**config.mk**
```make
export PLATFORM = sky130hd
export DESIGN_NAME = spi_ram_ctrl_flat
export DESIGN_NICKNAME = d
export VERILOG_FILES = /design/src/rtl/spi_ram_ctrl_if.sv /design/src/rtl/spi_ram_ctrl.sv /design/src/flat_wrapper.sv
export SDC_FILE = /design/constraint.sdc
export NUM_CORES = 2
export LEC_CHECK = 0
export BUFFER_PORTS_ARGS = -buffer_cell sky130_fd_sc_hd__buf_4
export CELL_PAD_IN_SITES_DETAIL_PLACEMENT = 1
export CELL_PAD_IN_SITES_GLOBAL_PLACEMENT = 1
export CORE_MARGIN = 8
export CORE_UTILIZATION = 30
export CTS_CLUSTER_DIAMETER = 40
export DETAILED_ROUTE_END_ITERATION = 8
export GPL_ROUTABILITY_DRIVEN = 1
export GPL_TIMING_DRIVEN = 0
export HOLD_SLACK_MARGIN = 0.08
export PLACE_DENSITY = 0.49
export SLEW_MARGIN = 20
export SYNTH_ARGS = -nofsm -noshare
export SYNTH_HDL_FRONTEND = slang
export SYNTH_SLANG_ARGS = --single-unit
export TNS_END_PERCENT = 5
```
**constraint.sdc**
```tcl
create_clock -name clk -period 3.3 [get_ports clk]
set_clock_uncertainty 0.1 [all_clocks]
set_input_delay 0.66 -clock clk [delete_from_list [all_inputs] [get_ports clk]]
set_output_delay 0.66 -clock clk [all_outputs]
set_load 0.05 [all_outputs]
```
**src/rtl/spi_ram_ctrl_if.sv**
```systemverilog
// Command/response bundle between the SPI serial front end and the RAM command engine.
// Handshake: din is consumed on every rising clk edge where rx_valid=1 (no backpressure);
// tx_valid pulses for exactly one cycle when dout carries freshly read data.
interface spi_ram_ctrl_if #(
   parameter int DATA_W = 8,
   parameter int ADDR_W = 8
);
   logic [DATA_W+1:0] din;
   logic              rx_valid;
   logic [DATA_W-1:0] dout;
   logic              tx_valid;
   logic              addr_err;
   logic [ADDR_W-1:0] wr_ptr;
   logic [ADDR_W-1:0] rd_ptr;

   modport master (
      output din, rx_valid,
      input  dout, tx_valid, addr_err, wr_ptr, rd_ptr
   );

   modport slave (
      input  din, rx_valid,
      output dout, tx_valid, addr_err, wr_ptr, rd_ptr
   );
endinterface

```
**src/rtl/spi_ram_ctrl.sv**
```systemverilog
// RAM command engine: decodes 2-bit-tagged command words into pointer loads, writes and reads.
// Optional macro AUTO_INC_EN: WR_DATA/RD_DATA post-increment their pointer, wrapping at MEM_DEPTH.
module spi_ram_ctrl #(
   parameter int DATA_W    = 8,
   parameter int ADDR_W    = 8,
   parameter int MEM_DEPTH = 256
) (
   input logic         clk,
   input logic         rst,
   spi_ram_ctrl_if.slave bus
);

   typedef enum logic [1:0] {
      OP_WR_ADDR = 2'b00,
      OP_WR_DATA = 2'b01,
      OP_RD_ADDR = 2'b10,
      OP_RD_DATA = 2'b11
   } op_e;

   localparam logic [ADDR_W:0] DEPTH_C = (ADDR_W+1)'(MEM_DEPTH);

   logic [DATA_W-1:0] mem [MEM_DEPTH];

   logic [ADDR_W-1:0] wr_ptr_q, wr_ptr_d;
   logic [ADDR_W-1:0] rd_ptr_q, rd_ptr_d;
   logic [DATA_W-1:0] dout_q, dout_d;
   logic              tx_valid_q, tx_valid_d;
   logic              addr_err_q, addr_err_d;
   logic              mem_we;

   op_e               op;
   logic [DATA_W-1:0] payload;
   logic [ADDR_W-1:0] addr;
   logic              addr_ok;

   assign op      = op_e'(bus.din[DATA_W+1:DATA_W]);
   assign payload = bus.din[DATA_W-1:0];
   assign addr    = payload[ADDR_W-1:0];
   assign addr_ok = ({1'b0, addr} < DEPTH_C);

`ifdef AUTO_INC_EN
   localparam logic [ADDR_W-1:0] LAST_C = ADDR_W'(MEM_DEPTH - 1);

   function automatic logic [ADDR_W-1:0] next_ptr(input logic [ADDR_W-1:0] p);
      return (p == LAST_C) ? '0 : p + 1'b1;
   endfunction
`endif

   always_comb begin
      wr_ptr_d   = wr_ptr_q;
      rd_ptr_d   = rd_ptr_q;
      dout_d     = dout_q;
      addr_err_d = addr_err_q;
      tx_valid_d = 1'b0;
      mem_we     = 1'b0;
      if (bus.rx_valid) begin
         unique case (op)
            OP_WR_ADDR: begin
               if (addr_ok) wr_ptr_d = addr;
               else         addr_err_d = 1'b1;
            end
            OP_WR_DATA: begin
               mem_we = !rst;
`ifdef AUTO_INC_EN
               wr_ptr_d = next_ptr(wr_ptr_q);
`endif
            end
            OP_RD_ADDR: begin
               if (addr_ok) rd_ptr_d = addr;
               else         addr_err_d = 1'b1;
            end
            OP_RD_DATA: begin
               // Read is registered from the array; the write from the previous edge is already visible.
               dout_d     = mem[rd_ptr_q];
               tx_valid_d = 1'b1;
`ifdef AUTO_INC_EN
               rd_ptr_d = next_ptr(rd_ptr_q);
`endif
            end
            default: ;
         endcase
      end
   end

   always_ff @(posedge clk or posedge rst) begin
      if (rst) begin
         wr_ptr_q   <= '0;
         rd_ptr_q   <= '0;
         dout_q     <= '0;
         tx_valid_q <= 1'b0;
         addr_err_q <= 1'b0;
      end else begin
         wr_ptr_q   <= wr_ptr_d;
         rd_ptr_q   <= rd_ptr_d;
         dout_q     <= dout_d;
         tx_valid_q <= tx_valid_d;
         addr_err_q <= addr_err_d;
      end
   end

   // Storage is deliberately not reset so contents survive a mid-burst reset.
   always_ff @(posedge clk) begin
      if (mem_we) mem[wr_ptr_q] <= payload;
   end

   assign bus.dout     = dout_q;
   assign bus.tx_valid = tx_valid_q;
   assign bus.addr_err = addr_err_q;
   assign bus.wr_ptr   = wr_ptr_q;
   assign bus.rd_ptr   = rd_ptr_q;

endmodule

```
**src/flat_wrapper.sv**
```systemverilog
// flat-port wrapper written by rule: the top's interface ports become plain ports
module spi_ram_ctrl_flat 
#(
   parameter int DATA_W    = 8,
   parameter int ADDR_W    = 8,
   parameter int MEM_DEPTH = 256
)
  (clk, rst, bus_din, bus_rx_valid, bus_dout, bus_tx_valid, bus_addr_err, bus_wr_ptr, bus_rd_ptr);
  spi_ram_ctrl_if #(.DATA_W(DATA_W), .ADDR_W(ADDR_W)) bus_i ();
  input logic clk;
  input logic rst;
  input wire logic [$bits(bus_i.din)-1:0] bus_din;
  input wire logic [$bits(bus_i.rx_valid)-1:0] bus_rx_valid;
  output wire logic [$bits(bus_i.dout)-1:0] bus_dout;
  output wire logic [$bits(bus_i.tx_valid)-1:0] bus_tx_valid;
  output wire logic [$bits(bus_i.addr_err)-1:0] bus_addr_err;
  output wire logic [$bits(bus_i.wr_ptr)-1:0] bus_wr_ptr;
  output wire logic [$bits(bus_i.rd_ptr)-1:0] bus_rd_ptr;
  assign bus_i.din = bus_din;
  assign bus_i.rx_valid = bus_rx_valid;
  assign bus_dout = bus_i.dout;
  assign bus_tx_valid = bus_i.tx_valid;
  assign bus_addr_err = bus_i.addr_err;
  assign bus_wr_ptr = bus_i.wr_ptr;
  assign bus_rd_ptr = bus_i.rd_ptr;
  spi_ram_ctrl #(.DATA_W(DATA_W), .ADDR_W(ADDR_W), .MEM_DEPTH(MEM_DEPTH)) u_core (.clk(clk), .rst(rst), .bus(bus_i));
endmodule
```
### Yosys cells after proc, flatten, opt, wreduce, memory -nomap -nowiden

Memory sizes are Yosys's and may differ from the RTL's. A register that Yosys moved wholly into a read port is not among the register bits.
Index checks and enable logic that the tools add are counted.

* latch bits: 0
* logic and storage cells: 18
* bits in writable memories: 2048
* register bits: 17
* output and inout bits: 26
* memories kept: 1
* bits in read-only memories: 0

Memories
* u_core.mem: words 256, width 8, rd ports 1, clocked after memory_dff 1, wr ports 1, line spi_ram_ctrl.sv:22 `logic [DATA_W-1:0] mem [MEM_DEPTH];`

* equality and inequality tests: 3
* muxes and demuxes: 6
* $lt $le $gt $ge: 0
* reduce and logical (&&, ||, !) cells: 5
* multiply operators: 0
* bitwise logic cells: 0
* divide/modulo/power cells: 0
* shift-type cells: 0
* add/subtract/negate cells: 0

Operator list (number)
* two-way mux 1 bit: 6
* AND reduction 2 bit: 3
* == test 2 bit, second input constant: 2
* == test 2 x 1 -> 1 bit, second input constant: 1
* logical NOT 2 bit: 1
* logical NOT 1 bit: 1

### Longest topological paths before layout

* depth in word-level cells: 5
* depth in mapped cells: 12

### Worst setup path after synthesis

No wires, ideal clock.

* path kind: reg-to-reg
* from: register u_core.rd_ptr_q[0] (netlist: u_core.bus.rd_ptr[0])
* to: register u_core.dout_q[0] (netlist: u_core.bus.dout[0]), read port of u_core.mem
* slack: 0.488 ns
* library setup time: 0.134 ns
* buffers on the path: 2
* cell stages (with the launch flop): 9
* data arrival time: 2.578 ns
* path through: dfrtp_1 -> buf_6 -> buf_6 -> mux4_2 -> mux2_2 -> a2111oi_0 -> a211oi_1 -> o2111ai_1 -> o211ai_1

RTL lines
* start, declared: line spi_ram_ctrl.sv:25 `logic [ADDR_W-1:0] rd_ptr_q, rd_ptr_d;`
* start signal, assigned: line spi_ram_ctrl.sv:94 `rd_ptr_q <= rd_ptr_d;`
* end, declared: line spi_ram_ctrl.sv:26 `logic [DATA_W-1:0] dout_q, dout_d;`

==> flow_metrics.tcl <==
set metrics [dict create \
    antenna_found_initial 10 \
    violations "negative setup slack" \
    grt_max_degree 122 \
    cts_tree "built" \
    outcome "finished with violations" \
    route.detailed.drc 0 \
    layout_min_cycle_time_ns 3.540 \
    drive_above_1_share_pct 35.38 \
    crit_path_max_fanout 10 \
    whs_ns 0.1318 \
    drv_cap 0 \
    die-area_um2 287200 \
    arrival_ns 4.21 \
    r2r-start "u_core.bus.rd_ptr[0]" \
    yosys.area.top_type "edfxtp_1" \
    overflow 0 \
    syn_nets 4061 \
    setup_slack_ns -0.2404 \
    wl_per_cell_um 39.11 \
    syn2layout_area_growth_pct 28.15 \
    startpoint_type "flop" \
    reg2reg_depth 11 \
    synth.top_cell.area_share_pct 75.83 \
    synth_ff_type "edfxtp_1" \
    regToRegSetupSlack_ns -0.24 \
    fin_crit_sh_pct 107.3 \
    ys_types 56 \
    synth-edff-count 2048 \
    dp_hpwl_um 223600 \
    num_vias 46410 \
    syn_avg_cell_area_um2 20.03 \
    first_iter_violations 5849 \
    async_reset_ff_share_pct 1.206 \
    worstPathRequired_ns 3.97 \
    yosys-top-cells-area "edfxtp_1, mux4_2, mux2i_1" \
    dr.pass1.iters 6 \
    final_nets 4580 \
    grt_pass1_vias 46800 \
    die_h_um 535.9 \
    slew_violations 0 \
    hold-path-endpoint "u_core.mem[234][0]" \
    ys_seq_area_share_pct 76.60 \
    synthCells 4048 \
    power_density_nw_per_um2 780.6 \
    via_per_inst 5.501 \
    worstMarginPinSlew_ns 1.217 \
    report.final.hold_viol_count 0 \
    crit_type "flop to flop" \
    clock-sinks 2073 \
    hp-start "bus_din[0]" \
    max-clock-path-buffers 4 \
    port_buffers 37 \
    start_util_pct 30.06 \
    hold_depth 1 \
    cts_buffers 355 \
    yosysWarnings 0 \
    clkTransAtPathRegs_ns 0.06 \
    peakVddDrop_mv 0.4368 \
    ys_ff_latch 2073 \
    tns_ns -51.93 \
    totalWireLength_um 329900 \
    core_um2 269800 \
    num_io_pins 39 \
    cts_max_level 5 \
    slew_headroom_pct 18.66 \
    rsz0062_at_grt "yes" \
    synth_area_um2 81100 \
    synthTopCellsByCount "edfxtp_1, mux2i_1, mux4_2" \
    track_usage_pct 22.38 \
    num_rows 191 \
    gp_congestion 0.9129 \
    p_leak_nw 33.27 \
    clock_latency_ns 0.90 \
    cts_root_buffer "clkbuf_16" \
    fmax_mhz 282.5 \
    post-synth-top-count-cell "edfxtp_1" \
    ant_nets 0 \
    endpoint_kind "flop" \
    grt_pass1_wl_um 435200 \
    die_w_um 535.9 \
    setup_violations 688 \
    reg2reg_to "u_core.bus.dout[7]" \
    hp-class "primary input to flop" \
]
[flip-flops by register name (all words and copies together), names as in the netlist]
register / count
u_core.bus.rd_ptr: 8
u_core.mem: 2048
u_core.bus.dout: 8
u_core.bus.tx_valid: 1
u_core.bus.wr_ptr: 8
[cell families (layout without fill, tap and decap cells)]
group           Yosys count  count (layout)  share of synthesized area (%)
simple gates            446             446                          2.414
compound gates          486             486                          4.254
buf+inv                 259            1072                          2.121
mux                     783             783                          14.60
other cells               1               6                       0.004624
flops                  2073            2073                          76.60
[timing repair]
| action | CTS | global route |
|---|---|---|
| cloned | 1 | 0 |
| pin swaps | 46 | 8 |
| endpoints found under the hold margin | 68 | 0 |
| setup buffers | 75 | 0 |
| hold buffers | 5 | 0 |
| endpoints found under the setup margin | 1869 | 1280 |
| gates resized for setup | 889 | 58 |
[through the flow]
step | area, um2 | std cells | total power, mW | utilization, % | setup WS, ns
floorplan | 81100 | 4048 | 35.07 | - | 0.4883
global placement | 85840 | 7655 | 41.18 | 31.82 | -3.618
detailed placement | 87230 | 7705 | 41.52 | 32.33 | -2.199
CTS | 103700 | 8432 | 81.28 | 38.43 | -0.1619
global route | 103900 | 8432 | 82.56 | 38.51 | -0.2260
finish | 103900 | 8436 | 81.13 | 38.52 | -0.2404
[power by group]
group	internal (mW)	switching (mW)	leakage, nW	total [mW]
logic	4.53	9.12	8.67	13.7
clock network	24.5	13.7	5.91	38.2
registers	29.1	0.178	18.7	29.2
[area by class of cell]
cell class / count / area (um2)
inverter: 7 / 33.78
clock buffer: 399 / 9198
antenna: 5 / 12.51
buffer: 246 / 3025
fill: 25710 / 165900
clock inverter: 252 / 3090
sequential: 2073 / 62130
tap: 3570 / 4467
multi-input combinational: 1716 / 19710
timing repair buffer: 168 / 2263
[metal layers]
layer  share of wire (%)  track usage (%)  vias up
met3                 7.3            4.288      561
met1                  42            30.54    25560
met5              0.0039                0        -
met2                  46            35.57     2178
met4                 4.1            8.302        2
li1                    -                -    18110
[worst max-delay path by stage]
stage / startpoint / to / slack [ns] / cells past startpoint
after global placement: u_core.bus.rd_ptr[1] / u_core.bus.dout[3] / -3.62 / 10
after detailed placement: u_core.bus.rd_ptr[2] / u_core.bus.dout[1] / -2.20 / 9
after CTS: u_core.bus.wr_ptr[0] / u_core.mem[143][6] / -0.16 / 6
after floorplan: u_core.bus.rd_ptr[0] / u_core.bus.dout[0] / 0.49 / 8
final: u_core.bus.rd_ptr[0] / u_core.bus.dout[7] / -0.24 / 11
after global routing: u_core.bus.wr_ptr[4] / u_core.mem[73][4] / -0.23 / 5
[cells in the final DEF (no fill, tap or decap), types with 36 or more instances in the layout]
master     synthesis  final
nor2_4             0    138
o22ai_1          124    112
buf_4             18    111
bufinv_16          0     54
nor2_2             0     77
clkinv_1           0     42
nor2_1           270     55
clkbuf_2           0     52
o221ai_1          69     62
a221oi_1          47     36
clkinv_4           0     36
clkbuf_1         129     55
edfxtp_1        2048   2048
a21oi_1           46     39
mux2_2            51     50
mux4_2           315    315
clkinv_2           0     42
clkbuf_16          0    362
buf_16             0     69
mux2i_1          417    405
buf_12            14     44
nand2_1           50     44
[critical path: stages (launching register included)]
cell,delay [ns]
dfrtp_2,0.40
buf_12,0.15
buf_16,0.16
buf_16,0.16
buf_16,0.21
buf_16,0.19
mux2i_1,0.17
o221ai_2,0.34
a21oi_4,0.14
a2111oi_2,0.38
nand4_1,0.53
o211ai_1,0.39
Power figures use the tool's default switching activity.
